File: src/rtl/cycle_ctl.sv
// cycle_ctl: 68030 bus-cycle termination controller.
// Per-region wait-state sequencer driving STERM (sync) or DSACK (async),
// a bus-error watchdog on /AS, and a boot-overlay flag for the first
// BOOT_CYCLES completed bus cycles after reset.
// Optional: define CYCLE_CTL_FAULT_CAPTURE_EN to latch the select
// pattern seen when the watchdog fires (FAULT_VALID / FAULT_SEL).
module cycle_ctl #(
   parameter int NREGIONS       = 4,
   parameter int WAIT_W         = 3,
   parameter int TIMEOUT_CYCLES = 64,
   parameter int BOOT_CYCLES    = 4
) (
   input  logic                       CPU_CLK,
   input  logic                       nRST,
   input  logic                       nAS,
   input  logic [NREGIONS-1:0]        nSEL,
   input  logic [NREGIONS*WAIT_W-1:0] WAIT,
   input  logic [NREGIONS-1:0]        SYNC,
   input  logic [2*NREGIONS-1:0]      PORTSZ,
   output logic                       STERM,
   output logic [1:0]                 DSACK,
   output logic                       BERR,
   output logic                       BOOT_OVL,
   input  logic                       FAULT_CLR,
   output logic                       FAULT_VALID,
   output logic [NREGIONS-1:0]        FAULT_SEL
);

   localparam logic [WAIT_W-1:0] CNT_ONE  = WAIT_W'(1);
   localparam logic [9:0]        WD_LAST  = 10'(TIMEOUT_CYCLES - 1);
   localparam logic [3:0]        BOOT_MAX = 4'(BOOT_CYCLES);

   typedef enum logic [2:0] {S_IDLE, S_WAITS, S_TERM, S_HOLD, S_UNSEL} state_t;

   state_t            r_state;
   logic [WAIT_W-1:0] r_cnt;
   logic              r_sync;
   logic [1:0]        r_psz;
   logic              r_sterm;
   logic [1:0]        r_dsack;
   logic [9:0]        r_wd;
   logic              r_berr;
   logic [3:0]        r_boot;
   logic              r_prev_low;
   logic              r_boot_ovl;

   int                w_hits;
   logic              w_one_hot;
   logic [WAIT_W-1:0] w_wait;
   logic              w_sync;
   logic [1:0]        w_psz;
   logic              w_term_now;
   logic              w_frozen;
   logic              w_berr_set;
   logic [3:0]        w_boot_nxt;

   // Decode the selected region's attributes; 00 port size means 32-bit
   always_comb begin
      w_hits = 0;
      w_wait = '0;
      w_sync = 1'b0;
      w_psz  = 2'b11;
      for (int i = 0; i < NREGIONS; i++) begin
         if (!nSEL[i]) begin
            w_hits = w_hits + 1;
            w_wait = WAIT[i*WAIT_W +: WAIT_W];
            w_sync = SYNC[i];
            w_psz  = (PORTSZ[2*i +: 2] == 2'b00) ? 2'b11 : PORTSZ[2*i +: 2];
         end
      end
   end

   assign w_one_hot  = (w_hits == 1);
   // A terminator goes out on this edge (zero-wait start or last wait state)
   assign w_term_now = !nAS &&
                       (((r_state == S_IDLE) && w_one_hot && (w_wait == '0)) ||
                        ((r_state == S_WAITS) && (r_cnt == CNT_ONE)));
   // Once terminated, the watchdog stops counting for the rest of the cycle
   assign w_frozen   = (r_state == S_TERM) || (r_state == S_HOLD);
   // Terminator beats a coincident timeout
   assign w_berr_set = !nAS && !r_berr && !w_frozen && !w_term_now && (r_wd == WD_LAST);

   // Wait-state sequencer with registered terminator outputs
   always_ff @(posedge CPU_CLK or negedge nRST) begin
      if (!nRST) begin
         r_state <= S_IDLE;
         r_cnt   <= '0;
         r_sync  <= 1'b0;
         r_psz   <= 2'b00;
         r_sterm <= 1'b0;
         r_dsack <= 2'b00;
      end else begin
         case (r_state)
            S_IDLE: begin
               if (!nAS) begin
                  if (!w_one_hot) begin
                     r_state <= S_UNSEL;
                  end else begin
                     r_sync <= w_sync;
                     r_psz  <= w_psz;
                     if (w_wait == '0) begin
                        r_state <= S_TERM;
                        if (w_sync) r_sterm <= 1'b1;
                        else        r_dsack <= w_psz;
                     end else begin
                        r_cnt   <= w_wait;
                        r_state <= S_WAITS;
                     end
                  end
               end
            end
            S_WAITS: begin
               if (nAS) begin
                  r_state <= S_IDLE;               // aborted cycle
               end else if (r_cnt == CNT_ONE) begin
                  r_state <= S_TERM;
                  if (r_sync) r_sterm <= 1'b1;
                  else        r_dsack <= r_psz;
               end else begin
                  r_cnt <= r_cnt - CNT_ONE;
               end
            end
            S_TERM: begin
               if (r_sync) begin
                  // STERM is a single-cycle pulse; skip HOLD if /AS already gone
                  r_sterm <= 1'b0;
                  r_state <= nAS ? S_IDLE : S_HOLD;
               end else if (nAS) begin
                  r_dsack <= 2'b00;
                  r_state <= S_IDLE;
               end
            end
            S_HOLD:  if (nAS) r_state <= S_IDLE;
            S_UNSEL: if (nAS) r_state <= S_IDLE;
            default: r_state <= S_IDLE;
         endcase
      end
   end

   // Watchdog: count /AS-low edges, raise BERR at the limit, clear on /AS high
   always_ff @(posedge CPU_CLK or negedge nRST) begin
      if (!nRST) begin
         r_wd   <= '0;
         r_berr <= 1'b0;
      end else if (nAS) begin
         r_wd   <= '0;
         r_berr <= 1'b0;
      end else begin
         if (w_berr_set) r_berr <= 1'b1;
         if (!w_frozen && !r_berr) r_wd <= r_wd + 10'd1;
      end
   end

   // Completed-cycle count, saturating at BOOT_CYCLES
   always_comb begin
      w_boot_nxt = r_boot;
      if (nAS && r_prev_low && (r_boot < BOOT_MAX)) w_boot_nxt = r_boot + 4'd1;
   end

   // Boot overlay flag tracks the completed-cycle count
   always_ff @(posedge CPU_CLK or negedge nRST) begin
      if (!nRST) begin
         r_boot     <= '0;
         r_prev_low <= 1'b0;
         r_boot_ovl <= (BOOT_CYCLES != 0);
      end else begin
         r_boot     <= w_boot_nxt;
         r_prev_low <= !nAS;
         r_boot_ovl <= (w_boot_nxt < BOOT_MAX);
      end
   end

`ifdef CYCLE_CTL_FAULT_CAPTURE_EN
   logic                r_fault_vld;
   logic [NREGIONS-1:0] r_fault_sel;

   // First timeout wins until cleared; a fault coinciding with clear is kept
   always_ff @(posedge CPU_CLK or negedge nRST) begin
      if (!nRST) begin
         r_fault_vld <= 1'b0;
         r_fault_sel <= '0;
      end else if (w_berr_set && (!r_fault_vld || FAULT_CLR)) begin
         r_fault_vld <= 1'b1;
         r_fault_sel <= ~nSEL;
      end else if (FAULT_CLR) begin
         r_fault_vld <= 1'b0;
         r_fault_sel <= '0;
      end
   end

   assign FAULT_VALID = r_fault_vld;
   assign FAULT_SEL   = r_fault_sel;
`else
   logic w_unused_clr;
   assign w_unused_clr = FAULT_CLR;
   assign FAULT_VALID  = 1'b0;
   assign FAULT_SEL    = '0;
`endif

   assign STERM    = r_sterm;
   assign DSACK    = r_dsack;
   assign BERR     = r_berr;
   assign BOOT_OVL = r_boot_ovl;

endmodule

File: config.mk
export PLATFORM = sky130hd
export DESIGN_NAME = cycle_ctl
export DESIGN_NICKNAME = d
export VERILOG_FILES = /design/src/rtl/cycle_ctl.sv
export SDC_FILE = /design/constraint.sdc
export NUM_CORES = 1
export LEC_CHECK = 0
export BUFFER_PORTS_ARGS = -buffer_cell sky130_fd_sc_hd__clkbuf_2
export CORE_ASPECT_RATIO = 2
export CORE_MARGIN = 8
export CORE_UTILIZATION = 50
export DETAILED_ROUTE_END_ITERATION = 8
export GPL_TIMING_DRIVEN = 0
export HOLD_SLACK_MARGIN = 0.08
export PLACE_DENSITY = 0.74
export SYNTH_ARGS = -nofsm -noshare
export SYNTH_HDL_FRONTEND = slang
export SYNTH_SLANG_ARGS = --single-unit
File: constraint.sdc
create_clock -name CPU_CLK -period 4 [get_ports CPU_CLK]
set_input_delay 0.4 -clock CPU_CLK [delete_from_list [all_inputs] [get_ports CPU_CLK]]
set_output_delay 0.4 -clock CPU_CLK [all_outputs]
set_load 0.01 [all_outputs]
==> run metrics <==
Detailed Route WL 4350 µm; Initial Utilization 0.505; number of flops mapped to enable cells by yosys 0; max-slew violation count 0; die height about 100 µm; DR iter-0 viols 74; Critical Path Start Type input pin; crit path kind in -> reg; post-synthesis sequential area ratio 0.382; Area contributors post-synth dfrtp_1, ha_1, nor2_1; Hold Crit Class in -> async; root buf cell clkbuf_8; PD cells ~410 mW/mm²; I/O Pins 42; WL per Instance 14.1 µm; Critical Path, Cell by Cell clkbuf_2 -> inv_2 -> ha_1 -> xnor2_1 -> ha_1 -> o311a_1 -> or3_1 -> or3b_1 -> a32o_1; row count 32; outcome complete, no violations; GR Util All Layers 0.153; H-tree depth 2; clock latency on the worst-skew pair 280 ps; Slew @ Worst Pin about 940 ps; Yosys reg bits 29; antenna fix cells 0; core box area 0.00376 mm²; layout cells sized above 1 0.225; switching share of power 0.331; Finish-stage setup viols 0; vias in the first global route 1,702; drt pass-1 iters 4; clock group share of total power 0.255; crit path time final approximately 2700 ps; Via density 5.60; DRC 0; # clock sinks 29; first-pass GRT wire length roughly 7300 µm; Post-Syn Area per Cell 8.97 µm²; Int Pwr 0.000606 W; dpl cell area 0.00215 mm²; Design Area, Final 0.00224 mm²; Clock Pin Slew Worst Setup and Hold Paths 60 ps; fin crit share 0.665; Comb pwr share 0.294; leading area contributor after synthesis dfrtp_1; Req. time, crit path 4170 ps; Cells after Synth 212; crit path DAT 2830 ps; Die Wd 59.6 µm; setup bufs post-CTS 0; Area growth syn-to-layout 17.6%; Async SR Flop Fraction 1.00; number of synthesis warnings 0; Final Hold Violating Endpoints 0; VDD IR-drop max about 280 µV; largest net degree at the start of global routing 30; Final GP Congestion ~0.88; Slowest-stage cell, CP o311a_1; Main synth FF type dfrtp_1; Nets 296; fmax 376 MHz; Leakage Power ~1.0 nW; Synth Cell Area between 0.0015 and 0.002 mm²; CTS resizes 0; Setup Skew 2.05 ps; CTS max path bufs 2; CP max FO 7; Slew Limit Headroom 0.374; top-area cell type share of the netlist area 0.368; slowest stage delay, CP 380 ps; aggregate negative setup slack 0 ps; CTS Hold Bufs 0; number of port buffers 34; total CTS buffers 5; CP endpoint kind flip-flop; via count 1,730; Die ar. a little over 0.006 mm²; Max Cap Viol 0; RSZ-0062 raised after global routing no; Reg power frac 0.450; CTS tree done; antenna violations before repair 0; DRT antenna net count 0; Synth cell types 53; Tot Pwr 0.000907 W; GRT overflow 0; CP most frequent cell ha_1; HPWL Detailed 3330 µm; net switching power between 0.0003 and 0.0004 W
-- critical path, delay by kind of cell --
family | cells | cell delay, ps
and+or+nand+nor | 2 | 750
adders and majority gates | 2 | 590
buffers and inverters | 2 | 230
AOI/OAI and AO/OA | 2 | 640
xor gates and xnor gates | 1 | 220
-- per-stage QoR --
| stage | hold WS, ps | util | std cells | worst slack [ps] |
|---|---|---|---|---|
| floorplan | 104 | - | 216 | 1360 |
| global placement | 437 | 0.571 | 301 | 1110 |
| detailed placement | 458 | 0.571 | 301 | 1060 |
| CTS | 191 | 0.594 | 309 | 1350 |
| finish | 162 | 0.594 | 309 | 1340 |
| global route | 235 | 0.594 | 309 | 1240 |
-- layer usage --
metal / GRT usage / part of all wire / vias to the layer above
met3: 0.0359 / 0.041 / 8
met5: 0 / 0 / -
met4: 0.0630 / 0.021 / 0
met1: 0.167 / 0.40 / 830
met2: 0.269 / 0.54 / 40
li1: - / - / 852
-- cell type report --
cell class	count	area, µm²
plain buffers	15	80.1
clock buffers	5	68.8
clock inverters	3	17.5
fillers	365	1530
inverters	10	37.5
multi-input cells	162	1070
flip-flops and latches	29	727
well taps	51	63.8
repair buffers	34	170
-- logic make-up after synthesis --
group / Yosys count / synth area share
mux: 6 / 0.0342
xor+xnor: 12 / 0.0553
other cells: 1 / 0.00197
compound gates: 47 / 0.182
simple gates: 85 / 0.237
fa+ha+maj: 7 / 0.0461
buf+inv: 25 / 0.0618
flops: 29 / 0.382
-- final timing paths --
| kind | from | depth (start not counted) | slack (ps) | end |
|---|---|---|---|---|
| worst max-delay path | nSEL[1] | 9 | 1340 | r_cnt[0] |
| min in group CPU_CLK | PORTSZ[7] | 3 | 440 | r_psz[0] |
| max in group asynchronous | nRST | 1 | 3380 | DSACK[1] |
| worst max register to register | r_state[1] | 6 | 1950 | DSACK[1] |
| worst min register to register | r_boot[3] | 1 | 460 | BOOT_OVL |
| worst min-delay path | nRST | 1 | 160 | r_wd[9] |
-- state kept, by name, summed over array words and instances (netlist names), 2 cells and up --
register,flops
r_boot,4
r_wd,10
DSACK,2
r_state,3
r_cnt,3
r_psz,2
-- synth_stat cells, drive strengths merged (2+ instances only) --
master / instances
a211oi: 5
a21oi: 6
a221o: 4
a31oi: 3
a32o: 3
buf: 8
clkbuf: 7
dfrtp: 28
ha: 7
inv: 10
mux2: 4
mux2i: 2
nand2: 15
nand2b: 4
nand3: 6
nand3b: 3
nor2: 23
nor2b: 5
nor3: 10
nor3b: 3
nor4b: 2
nor4bb: 3
o21ai: 11
o22a: 3
or2: 3
or3: 2
xnor2: 6
xor2: 6
-- power groups by stage --
stage | registers (W) | logic [W] | clock network (W)
floorplan | 0.000412 | 0.000180 | 0
global placement | 0.000410 | 0.000259 | 0
detailed placement | 0.000413 | 0.000267 | 0
CTS | 0.000408 | 0.000270 | 0.000238
global route | 0.000417 | 0.000306 | 0.000248
finish | 0.000408 | 0.000267 | 0.000232
-- placed cells by master, fill, tap and decap left out, types with 4 or more instances in the layout --
cell      instances
xor2_1            6
nand2_1          15
nor2_1           23
ha_1              7
inv_1             9
clkbuf_8          5
a221o_1           4
o21ai_0          10
nor3_1           10
a211oi_1          5
nand2b_1          4
clkbuf_1          7
mux2_2            4
clkbuf_2         34
nand3_1           6
buf_4             6
xnor2_1           6
nor2b_1           5
a21oi_1           6
dfrtp_1          28
conb_1            5
Note: power is estimated with default switching activity, not from simulation.
